### config.mk
export PLATFORM = sky130hd
export DESIGN_NAME = mips_dmem_arbiter
export DESIGN_NICKNAME = d
export VERILOG_FILES = /design/src/rtl/mips_dmem_arbiter.sv
export SDC_FILE = /design/constraint.sdc
export NUM_CORES = 1
export LEC_CHECK = 0
export CAP_MARGIN = 20
export CORE_MARGIN = 5
export CORE_UTILIZATION = 30
export CTS_CLUSTER_SIZE = 12
export DETAILED_ROUTE_END_ITERATION = 10
export PLACE_DENSITY = 0.73
export SYNTH_ARGS = -nofsm -noshare
export SYNTH_HDL_FRONTEND = slang
export SYNTH_SLANG_ARGS = --single-unit
### constraint.sdc
create_clock -name clk -period 5.8 [get_ports clk]
set_input_delay 1.16 -clock clk [delete_from_list [all_inputs] [get_ports clk]]
set_output_delay 1.16 -clock clk [all_outputs]
set_load 0.01 [all_outputs]
### src/rtl/mips_dmem_arbiter.sv
// Round-robin arbiter and access sequencer sharing the data memory port between
// the CPU load/store path (port 0) and a loader/debug port (port 1).
module mips_dmem_arbiter #(
    parameter int WAIT_CYCLES = 1,
    parameter int MEM_BYTES   = 1024
) (
    input  logic        clk,
    input  logic        rst,
    input  logic        m0_req,
    input  logic        m0_we,
    input  logic [31:0] m0_addr,
    input  logic [31:0] m0_wdata,
    output logic        m0_ack,
    output logic [31:0] m0_rdata,
    output logic        m0_err,
    input  logic        m1_req,
    input  logic        m1_we,
    input  logic [31:0] m1_addr,
    input  logic [31:0] m1_wdata,
    output logic        m1_ack,
    output logic [31:0] m1_rdata,
    output logic        m1_err,
    output logic [31:0] mem_address,
    output logic [31:0] write_data,
    output logic        sig_mem_read,
    output logic        sig_mem_write,
    input  logic [31:0] read_data
);

    typedef enum logic [1:0] {IDLE, ACCESS, DONE} state_t;

    localparam logic [31:0] MAX_ADDR = 32'(MEM_BYTES - 4);

    state_t      state, state_nxt;
    logic        last_grant;
    logic        sel;
    logic        lat_we;
    logic        lat_bad;
    logic [3:0]  cnt;
    logic [31:0] lat_addr;
    logic [31:0] lat_wdata;
    logic [31:0] rdata0;
    logic [31:0] rdata1;

    logic        any_req;
    logic        win;
    logic [31:0] win_addr;
    logic        win_bad;

    // On a tie the port that did not win last time is served.
    assign any_req  = m0_req | m1_req;
    assign win      = (m0_req && m1_req) ? ~last_grant : m1_req;
    assign win_addr = win ? m1_addr : m0_addr;
    assign win_bad  = (win_addr[1:0] != 2'b00) || (win_addr > MAX_ADDR);

    always_ff @(posedge clk or posedge rst) begin
        if (rst) begin
            state <= IDLE;
        end else begin
            state <= state_nxt;
        end
    end

    always_comb begin
        state_nxt = state;
        case (state)
            IDLE: begin
                if (any_req) begin
                    state_nxt = win_bad ? DONE : ACCESS;
                end
            end
            ACCESS: begin
                if (cnt == 4'd0) begin
                    state_nxt = DONE;
                end
            end
            DONE:    state_nxt = IDLE;
            default: state_nxt = IDLE;
        endcase
    end

    always_ff @(posedge clk or posedge rst) begin
        if (rst) begin
            last_grant <= 1'b1;
            sel        <= 1'b0;
            lat_we     <= 1'b0;
            lat_bad    <= 1'b0;
            cnt        <= 4'd0;
            lat_addr   <= 32'd0;
            lat_wdata  <= 32'd0;
            rdata0     <= 32'd0;
            rdata1     <= 32'd0;
        end else begin
            case (state)
                IDLE: begin
                    if (any_req) begin
                        sel       <= win;
                        lat_we    <= win ? m1_we : m0_we;
                        lat_addr  <= win_addr;
                        lat_wdata <= win ? m1_wdata : m0_wdata;
                        lat_bad   <= win_bad;
                        cnt       <= win_bad ? 4'd0 : 4'(WAIT_CYCLES);
                    end
                end
                ACCESS: begin
                    if (cnt == 4'd0) begin
                        if (!lat_we) begin
                            if (sel) begin
                                rdata1 <= read_data;
                            end else begin
                                rdata0 <= read_data;
                            end
                        end
                    end else begin
                        cnt <= cnt - 4'd1;
                    end
                end
                DONE: begin
                    last_grant <= sel;
                end
                default: begin
                    last_grant <= last_grant;
                end
            endcase
        end
    end

    always_comb begin
        sig_mem_read  = 1'b0;
        sig_mem_write = 1'b0;
        m0_ack        = 1'b0;
        m1_ack        = 1'b0;
        m0_err        = 1'b0;
        m1_err        = 1'b0;
        case (state)
            ACCESS: begin
                sig_mem_write = lat_we;
                sig_mem_read  = ~lat_we;
            end
            DONE: begin
                if (sel) begin
                    m1_ack = 1'b1;
                    m1_err = lat_bad;
                end else begin
                    m0_ack = 1'b1;
                    m0_err = lat_bad;
                end
            end
            default: begin
                sig_mem_read = 1'b0;
            end
        endcase
    end

    assign mem_address = lat_addr;
    assign write_data  = lat_wdata;
    assign m0_rdata    = rdata0;
    assign m1_rdata    = rdata1;

endmodule
==> flow_metrics.tcl <==
set metrics [dict create \
    synth_warnings 0 \
    cts_setup_buffers 0 \
    fin_crit_sh_pct 52.5 \
    power_density_mw_per_mm2 296 \
    dpl_worst_slack_ns 2.62 \
    row_count 51 \
    synth_common_cells "dfrtp_1 (137), nand2_1 (69), o21ai_0 (69)" \
    grt_pass1_wl_microns 26400 \
    post-route-min-period_ns 3.05 \
    vias_per_cell 4.51 \
    layout-drive-gt1-share_pct 13.7 \
    synth_most_common_cell "dfrtp_1" \
    cts_buffer_depth 2 \
    drtPass1Iterations 4 \
    ys_ff_latch 138 \
    layout.filler_cells 1787 \
    dp_cells 1029 \
    gr-total-overflow 0 \
    placed_area_sq_mm 0.00920 \
    status "complete, no violations" \
    rsz0062_at_grt "false" \
    max_freq_mhz 328 \
    hold_class "reg -> reg" \
    required_ns 4.64 \
    die_w_microns 151 \
    cp.arrival_ns 1.89 \
    cts_tree "yes" \
    synth_cell_types 35 \
    clock_sink_count 138 \
    clock_latency_ns 0.41 \
    wl_met3_microns 1950 \
    leakagePower_nw 4.21 \
    mappedNetlistNets 653 \
    critPathMaxFanout 4 \
    wirelength_met1_microns 6830 \
    routed-wl-met2_microns 8550 \
    syn_area_per_cell_sq_um 12.2 \
    port_buffers 299 \
    top_layer "met4" \
    place.gp.congestion 0.766 \
    tightest_slew_ns 0.875 \
    root_buffer "clkbuf_16" \
    syn_inst 485 \
    vdd_drop_max_uv 174 \
    maxSlewHeadroom_pct 41.6 \
    ctsHoldBuffers 0 \
    first_iter_violations 130 \
    setup_tns_ns 0 \
    drv_slew 0 \
    clk_pin_slew_ns 0.06 \
    synth_edf_count 0 \
    initial_core_util_pct 30.5 \
    synthFlopType "dfrtp_1" \
    grt_max_degree 82 \
    h-tree-depth 4 \
    finalClockSkew_ns 0.0116 \
    yosys-top-cells-area "dfrtp_1 (58%), mux2_2 (12%), mux2i_1 (11%)" \
    synth_area_leader_cell "dfrtp_1" \
    seq_area_frac_synth_pct 58.2 \
    drt.antenna.violating_nets 0 \
    final_cells 1061 \
    grt_pass1_vias 4863 \
    cp-end-kind "output pin" \
    coreArea_sq_mm 0.0195 \
    hold_violations 0 \
    postRouteWirelength_microns 17600 \
    diodes 0 \
    area_growth_pct 65.1 \
    drv_cap 0 \
    stdcell_area_sq_mm 0.00980 \
    dpl.hpwl_microns 13700 \
    synth_top_area_share_pct 57.8 \
    drc_errors 0 \
    die_area_sq_mm 0.0227 \
    fp.dieH_microns 151 \
    nets 951 \
    vias 4790 \
    worstSetupStartpointType "flip-flop" \
    setup_viol 0 \
    antenna_found_initial 0 \
    hold_ws_ns 0.474 \
    wire_per_inst_microns 16.6 \
    netlist_area_sq_mm 0.00593 \
    cts_resized 0 \
    fin_ws_ns 2.75 \
    ios 300 \
    postSynth.asyncResetShare_pct 100 \
    grtUsageTotal_pct 15.2 \
    cts_buffers 17 \
    critPathKind "reg -> out" \
]
## cell usage in the layout, fill, tap and decap left out, drive strengths merged, types with 5 or more instances in the layout
| master | instances |
|---|---|
| clkdlybuf4s50 | 299 |
| dfrtp | 137 |
| o21ai | 70 |
| nand2 | 69 |
| mux2i | 65 |
| mux2 | 64 |
| clkbuf | 17 |
| inv | 14 |
| nor4 | 12 |
| nor2 | 7 |
| buf | 7 |
| nand3 | 5 |
## area by class of cell
cell class	count	area (sq um)	share of cell area, %
tap	265	332	3.38
clock inverter	15	175	1.79
multi-input combinational	316	2330	23.8
inverter	4	20.0	0.204
timing repair buffer	306	3060	31.2
sequential	138	3450	35.3
clock buffer	17	425	4.34
## stage by stage
step / util [%] / total power [mW]
6_report: 50.4 / 2.90
5_1_grt: 50.4 / 3.05
4_1_cts: 50.4 / 2.95
3_5_place_dp: 47.3 / 1.82
3_3_place_gp: 47.3 / 1.81
2_1_floorplan: - / 1.40
## metal layers
metal	vias to the layer above	global-route usage, %
met4	0	5.12
met1	2244	17.4
met3	19	6.29
met2	214	25.7
met5	-	0
li1	2313	-
## kinds of logic (layout without fill, tap and decap cells)
family                   count (synthesis)  after routing  synth area share [%]
buffers and inverters                   31            342                  2.76
flip-flops                             138            138                  58.2
AO/OA/AOI/OAI                           77             77                  6.89
XOR/XNOR                                 2              2                 0.295
adder cells (fa/ha/maj)                  2              2                 0.422
multiplexers                           129            129                  23.1
AND/OR/NAND/NOR                        106            106                  8.31
## critical path: stages (launching register included)
cell and delay (ns):
dfrtp_1 0.40, nand2b_1 0.20, nor2_1 0.18, and2_1 0.15
clkdlybuf4s50_1 0.55
## final timing paths
path / slack [ns] / from / endpoint / cells past startpoint
max: 2.75 / state[0] / m1_err / 4
min: 0.47 / mem_address[28] / mem_address[28] / 2
max reg2reg: 3.42 / cnt[0] / m1_rdata[24] / 5
min reg2reg: 0.47 / mem_address[28] / mem_address[28] / 2
max in group asynchronous: 3.59 / rst / cnt[0] / 3
min in group asynchronous: 1.22 / rst / m0_rdata[18] / 2
## where the power goes
group	internal, mW	total [mW]	switching, mW
combinational	0.373	0.651	0.278
clock	0.651	1.11	0.455
sequential	1.08	1.14	0.0658
## sequential cells by signal, summed over array words and instances, names as in the netlist
register	flops
lat_we	1
m0_rdata	32
write_data	32
last_grant	1
state	2
mem_address	32
lat_bad	1
m1_rdata	32
sel	1
cnt	4
(Power assumes the default switching activity.)
